File: config.mk
export PLATFORM = sky130hd
export DESIGN_NAME = map_neighbor_scanner
export DESIGN_NICKNAME = d
export VERILOG_FILES = /design/src/rtl/game_map_pkg.sv /design/src/rtl/tile_neighbor_addr.sv /design/src/rtl/map_neighbor_scanner.sv
export SDC_FILE = /design/constraint.sdc
export NUM_CORES = 1
export LEC_CHECK = 0
export CAP_MARGIN = 20
export CORE_MARGIN = 3
export CORE_UTILIZATION = 57
export CTS_BUF_LIST = sky130_fd_sc_hd__clkbuf_4 sky130_fd_sc_hd__clkbuf_8
export DETAILED_ROUTE_END_ITERATION = 7
export PLACE_DENSITY = 0.8
export SYNTH_ARGS = -nofsm -noshare
export SYNTH_HDL_FRONTEND = slang
export SYNTH_SLANG_ARGS = --single-unit
File: constraint.sdc
create_clock -name clk -period 6.95 [get_ports clk]
set_input_delay 1.0425 -clock clk [delete_from_list [all_inputs] [get_ports clk]]
set_output_delay 1.0425 -clock clk [all_outputs]
set_load 0.01 [all_outputs]
File: src/rtl/game_map_pkg.sv
// game_map_pkg: shared map constants, tile codes, directions and scan state encoding.
package game_map_pkg;
  localparam int MAP_W_DEF = 40;
  localparam int MAP_H_DEF = 30;
  localparam int TILE_SHIFT_DEF = 4;
  localparam logic [3:0] DIR_RIGHT = 4'b0001;
  localparam logic [3:0] DIR_UP = 4'b0010;
  localparam logic [3:0] DIR_DOWN = 4'b0100;
  localparam logic [3:0] DIR_LEFT = 4'b1000;
  typedef enum logic [1:0] {TILE_EMPTY = 2'b00, TILE_WALL = 2'b01, TILE_DOT = 2'b10} tile_t;
  typedef enum logic [1:0] {S_IDLE, S_ISSUE, S_DRAIN, S_DONE} scan_state_t;
  // Fixed probe order: right, left, up, down.
  function automatic logic [3:0] probe_dir(input logic [1:0] k);
    return k == 2'd0 ? DIR_RIGHT : k == 2'd1 ? DIR_LEFT : k == 2'd2 ? DIR_UP : DIR_DOWN;
  endfunction
endpackage

File: src/rtl/tile_neighbor_addr.sv
// tile_neighbor_addr: neighbour tile address and bounds flag; MAP_WRAP_EN enables horizontal tunnel wrap.
module tile_neighbor_addr import game_map_pkg::*; #(
  parameter int MAP_W = MAP_W_DEF,
  parameter int MAP_H = MAP_H_DEF,
  parameter int TX_W = 7,
  parameter int TY_W = 6,
  parameter int ADDR_W = 11
) (
  input  logic [TX_W-1:0]   tx,
  input  logic [TY_W-1:0]   ty,
  input  logic [3:0]        dir,
  output logic [ADDR_W-1:0] addr,
  output logic              in_bounds
);
  localparam logic [TX_W:0] XW = (TX_W+1)'(MAP_W);
  localparam logic [TY_W:0] YH = (TY_W+1)'(MAP_H);
  localparam logic [TX_W:0] X1 = (TX_W+1)'(1);
  localparam logic [TY_W:0] Y1 = (TY_W+1)'(1);
  logic [TX_W:0] nx;
  logic [TY_W:0] ny;
  logic sprite_ok;
  always_comb begin
    sprite_ok = {1'b0, tx} < XW && {1'b0, ty} < YH;
    nx = dir == DIR_RIGHT ? {1'b0, tx} + X1 : dir == DIR_LEFT ? {1'b0, tx} - X1 : {1'b0, tx};
    ny = dir == DIR_DOWN ? {1'b0, ty} + Y1 : dir == DIR_UP ? {1'b0, ty} - Y1 : {1'b0, ty};
`ifdef MAP_WRAP_EN
    nx = sprite_ok && dir == DIR_RIGHT && {1'b0, tx} == XW - X1 ? '0 :
         sprite_ok && dir == DIR_LEFT && tx == '0 ? XW - X1 : nx;
`endif
    // Underflow wraps to all-ones, which the range check rejects.
    in_bounds = sprite_ok && nx < XW && ny < YH;
    addr = ADDR_W'(in_bounds ? ny : {1'b0, ty}) * ADDR_W'(MAP_W) + ADDR_W'(in_bounds ? nx : {1'b0, tx});
  end
endmodule

File: src/rtl/map_neighbor_scanner.sv
// map_neighbor_scanner: reads the four neighbour tiles of a sprite over a 1-cycle BRAM and builds the valid-move mask.
// Optional horizontal tunnel wrap via MAP_WRAP_EN (see tile_neighbor_addr).
module map_neighbor_scanner import game_map_pkg::*; #(
  parameter int TILE_SHIFT = TILE_SHIFT_DEF,
  parameter int MAP_W = MAP_W_DEF,
  parameter int MAP_H = MAP_H_DEF,
  parameter int ADDR_W = 11,
  parameter int TILE_W = 2,
  parameter logic [TILE_W-1:0] WALL_CODE = TILE_WALL
) (
  input  logic              clk,
  input  logic              rst,
  input  logic              start,
  input  logic [10:0]       curr_pos_x,
  input  logic [9:0]        curr_pos_y,
  output logic [ADDR_W-1:0] mem_addr,
  output logic              mem_rd_en,
  input  logic [TILE_W-1:0] mem_rd_data,
  output logic              busy,
  output logic              done,
  output logic [3:0]        valid_moves
);
  localparam int TX_W = 11 - TILE_SHIFT;
  localparam int TY_W = 10 - TILE_SHIFT;
  scan_state_t state;
  logic [2:0] idx;
  logic [TX_W-1:0] tx_q, tx_c;
  logic [TY_W-1:0] ty_q, ty_c;
  logic [3:0] ok, acc, cap_bit, dir;
  logic [1:0] cap;
  logic [ADDR_W-1:0] nb_addr;
  logic nb_in, idle;
  assign idle = state == S_IDLE;
  assign tx_c = idle ? TX_W'(curr_pos_x >> TILE_SHIFT) : tx_q;
  assign ty_c = idle ? TY_W'(curr_pos_y >> TILE_SHIFT) : ty_q;
  assign dir = probe_dir(idle ? 2'd0 : idx[1:0]);
  // idx counts edges since accept; data for probe k lands at edge k+2.
  assign cap = 2'(idx - 3'd2);
  assign cap_bit = ok[cap] && mem_rd_data != WALL_CODE ? probe_dir(cap) : 4'b0000;
  tile_neighbor_addr #(.MAP_W(MAP_W), .MAP_H(MAP_H), .TX_W(TX_W), .TY_W(TY_W), .ADDR_W(ADDR_W)) u_addr (
    .tx(tx_c), .ty(ty_c), .dir(dir), .addr(nb_addr), .in_bounds(nb_in)
  );
  always_ff @(posedge clk) begin
    if (rst) begin
      state <= S_IDLE;
      idx <= '0;
      tx_q <= '0;
      ty_q <= '0;
      ok <= '0;
      acc <= '0;
      mem_addr <= '0;
      mem_rd_en <= 1'b0;
      busy <= 1'b0;
      done <= 1'b0;
      valid_moves <= '0;
    end else begin
      case (state)
        S_IDLE: if (start) begin
          tx_q <= tx_c;
          ty_q <= ty_c;
          mem_addr <= nb_addr;
          mem_rd_en <= 1'b1;
          busy <= 1'b1;
          ok <= {3'b000, nb_in};
          acc <= '0;
          idx <= 3'd1;
          state <= S_ISSUE;
        end
        S_ISSUE: begin
          mem_addr <= nb_addr;
          ok[idx[1:0]] <= nb_in;
          acc <= idx >= 3'd2 ? acc | cap_bit : acc;
          idx <= idx + 3'd1;
          state <= idx == 3'd3 ? S_DRAIN : S_ISSUE;
        end
        S_DRAIN: begin
          mem_rd_en <= 1'b0;
          acc <= acc | cap_bit;
          idx <= idx + 3'd1;
          if (idx == 3'd5) begin
            valid_moves <= acc | cap_bit;
            done <= 1'b1;
            busy <= 1'b0;
            state <= S_DONE;
          end
        end
        default: begin
          done <= 1'b0;
          state <= S_IDLE;
        end
      endcase
    end
  end
endmodule
==> results by group <==
Status
  – Status: finished clean

STA
  – RSZ-0062 raised after global routing: no
  – Clk_skew: 7.63 ps
  – Fin. Hold Viols: 0
  – Setup Viol. Count Final: 0
  – Max_slew headroom: 0.423
  – Slew Limit Fails: 0
  – Setup TNS: 0 ps
  – Post-layout min period: 6250 ps
  – Slew @ Worst Pin: ~860 ps
  – Achievable Freq: around 0.16 GHz
  – Fin crit share: 0.899

Floorplan
  – IO Pins: 44
  – Die area: between 6000 and 7000 sq um
  – Die W: 82.0 um
  – Die height: roughly 82 um
  – Core Box Area: between 5000 and 6000 sq um
  – Initial Util: 0.594
  – Cell row count: 27

Clock network
  – H-tree depth: 2
  – Total CTS buffers: 5
  – CTS Hold Bufs: 0
  – Setup bufs post-CTS: 0
  – Worst-path clk slew: 90 ps
  – Root buffer cell: clkbuf_8
  – Post-CTS sizing: 0
  – Clk sinks: between 40 and 50
  – CTS tree: yes
  – Clock buffer depth: 2
  – Worst-Skew Late Latency: 300 ps

Yosys
  – Synth top area share: 0.268
  – Top FF cell, synth: dfxtp_1
  – Async set-reset flop share out of synthesis: 0
  – Largest cells by area after synthesis: dfxtp_1, ha_1, a21oi_1, nand2_1, xnor2_1
  – Mapped cell area: 3290 sq um
  – Yosys top cell by area: dfxtp_1
  – Mapped Cells: 410
  – Mean Syn Cell Area: 8.03 sq um
  – Post-synthesis sequential area ratio: 0.268
  – FF+latch count, synth: 44
  – Synth warnings: 0
  – Distinct cells, synth: 59
  – EDFF count, synth: 0

Global routing
  – Overflow after GRT: 0
  – First-pass GRT wire length: 13.0 mm
  – Total track usage: 0.245
  – Antenna violations before repair: 0
  – Largest net degree at the start of global routing: 45
  – Vias in the first global route: 2770

Placement
  – Routability congestion estimate: 0.900
  – Post-DP HPWL: around 5.7 mm
  – Port-buffer cells: 35

Run
  – Max-cap violations: 0

Power
  – Overall power: 792 uW
  – Peak VDD IR: roughly 100 uV
  – PwrDens: ~210 nW/um^2
  – Pleak: 1.53 nW

Worst setup path
  – Crit path cell chain: inv_1, ha_1, buf_4, mux2i_1, inv_1, ha_1, mux2_2, nand2_1, xor2_1, o211ai_1, o31ai_1, buf_4, nor3_1, mux2_2, ha_1, ha_1, fa_1, ha_1, a21oi_1, nor3_1, xnor2_1, a211oi_1
  – Path depth of the worst reg2reg path: 22
  – CP Launch Type: flip-flop
  – Most used cell, CP: ha_1
  – Worst setup EP type: flip-flop
  – Worst Path Arrival: between 6000 and 7000 ps
  – Reg2reg setup slack: 700 ps
  – Slowest cell on the critical path: ha_1
  – Max Fanout on Critical Path: 19
  – CP max stage delay: around 700 ps
  – Critical path class: reg -> reg
  – CP required: 7160 ps

Drt
  – First DRT Iteration DRCs: 218
  – Vias per cell: 6.05
  – Remaining DRCs: 0
  – Number of routed nets with antenna violations: 0
  – Wire per inst: about 15 um
  – Routed vias: just over 3000
  – Final WL: 7.77 mm
  – DRT Pass-1 Iters: 5

Hold path
  – Min-delay worst type: reg -> reg
  – Worst Hold Depth: 2

Cells and area
  – Area growth syn-to-layout: 14.9%
  – Nets: 494
  – Layout cell share with drive strength beyond 1: 0.0572
  – N_diodes: 0
-- layout by cell type, fill, tap and decap left out, types with 4 or more instances in the layout --
master           Yosys  routed
o211ai_1             5       5
clkdlybuf4s50_1      0      35
mux2_2               6       6
o21ai_0             15      14
nand3_1             10      10
nor2_1              36      36
xnor2_1             19      19
a211oi_1             6       6
xor2_1               6       6
nor3_1              22      22
dfxtp_1             44      44
and2_1               7       7
a21oi_1             39      39
ha_1                30      30
or4_1                4       4
mux2i_1             11      11
nand4_1              4       4
clkbuf_8             0       5
inv_1               18      18
buf_4                0       4
a21o_1               5       5
nand2_1             46      46
-- metal layers --
| metal | vias to the layer above | global-route usage | wire length (um) |
|---|---|---|---|
| met3 | 17 | 0.0471 | 383 |
| met4 | 0 | 0.0532 | 102 |
| met5 | - | 0 | 0 |
| met2 | 99 | 0.420 | 3730 |
| li1 | 1529 | - | - |
| met1 | 1436 | 0.316 | 3560 |
-- cells in the mapped netlist, types with 4 or more instances --
library cell,count
nor2_1,36
a21oi_1,39
o21ai_0,15
o211ai_1,5
ha_1,30
and2_1,7
nand4_1,4
nor3_1,22
mux2_2,6
inv_1,18
xnor2_1,19
clkbuf_1,13
a21o_1,5
nand3_1,10
xor2_1,6
buf_2,4
mux2i_1,11
dfxtp_1,44
a211oi_1,6
or4_1,4
nand2_1,46
-- cell type report --
class / instances / area, sq um
sequential: 44 / 881
clock inverter: 3 / 46.3
clock buffer: 5 / 68.8
multi-input combinational: 328 / 2250
fill: 486 / 1760
timing repair buffer: 39 / 380
inverter: 18 / 67.6
tap: 72 / 90.1
-- logic make-up (layout without fill, tap and decap cells) --
logic type,Yosys count,in the layout,share of synthesized area
flops,44,44,0.268
other cells,1,2,0.00114
simple gates,148,148,0.219
mux,20,20,0.0696
compound gates,101,101,0.199
buf+inv,39,65,0.0506
xor+xnor,25,25,0.0665
fa+ha+maj,32,32,0.126
-- final timing paths --
check,from,to
setup / recovery,state[0],mem_addr[10]
hold / removal,mem_addr[7],mem_addr[7]
hold reg to reg,mem_addr[7],mem_addr[7]
setup reg to reg,state[0],mem_addr[10]
-- state kept, by name, indices dropped and copies added (netlist names) --
register / cells
ty_q: 6
tx_q: 7
done: 1
acc: 4
ok: 4
state: 2
busy: 1
valid_moves: 4
idx: 3
mem_addr: 11
mem_rd_en: 1
-- power breakdown --
group	leakage [nW]	total [mW]	internal (mW)	switching, mW
clock	0.0548	0.204	0.108	0.0953
combinational	1.12	0.297	0.134	0.163
sequential	0.360	0.292	0.272	0.0191
-- through the flow --
stage	instances	util	area (sq um)	hold WS [ps]	setup slack [ps]
floorplan	411	-	3300	438	1650
global placement	501	0.662	3670	441	881
detailed placement	501	0.662	3670	450	741
CTS	509	0.683	3780	463	735
global route	509	0.683	3780	477	371
finish	509	0.683	3780	461	702
-- critical path: cells and delay by family, from the launching register on --
family / cells / cell delay [ps]
and+or+nand+nor: 3 / 650
AOI/OAI and AO/OA: 4 / 680
xor gates and xnor gates: 2 / 200
muxes: 3 / 1230
buffers and inverters: 4 / 740
adders and majority gates: 6 / 2280
DFF: 1 / 350
No activity file was read; power rests on OpenSTA's default activity.
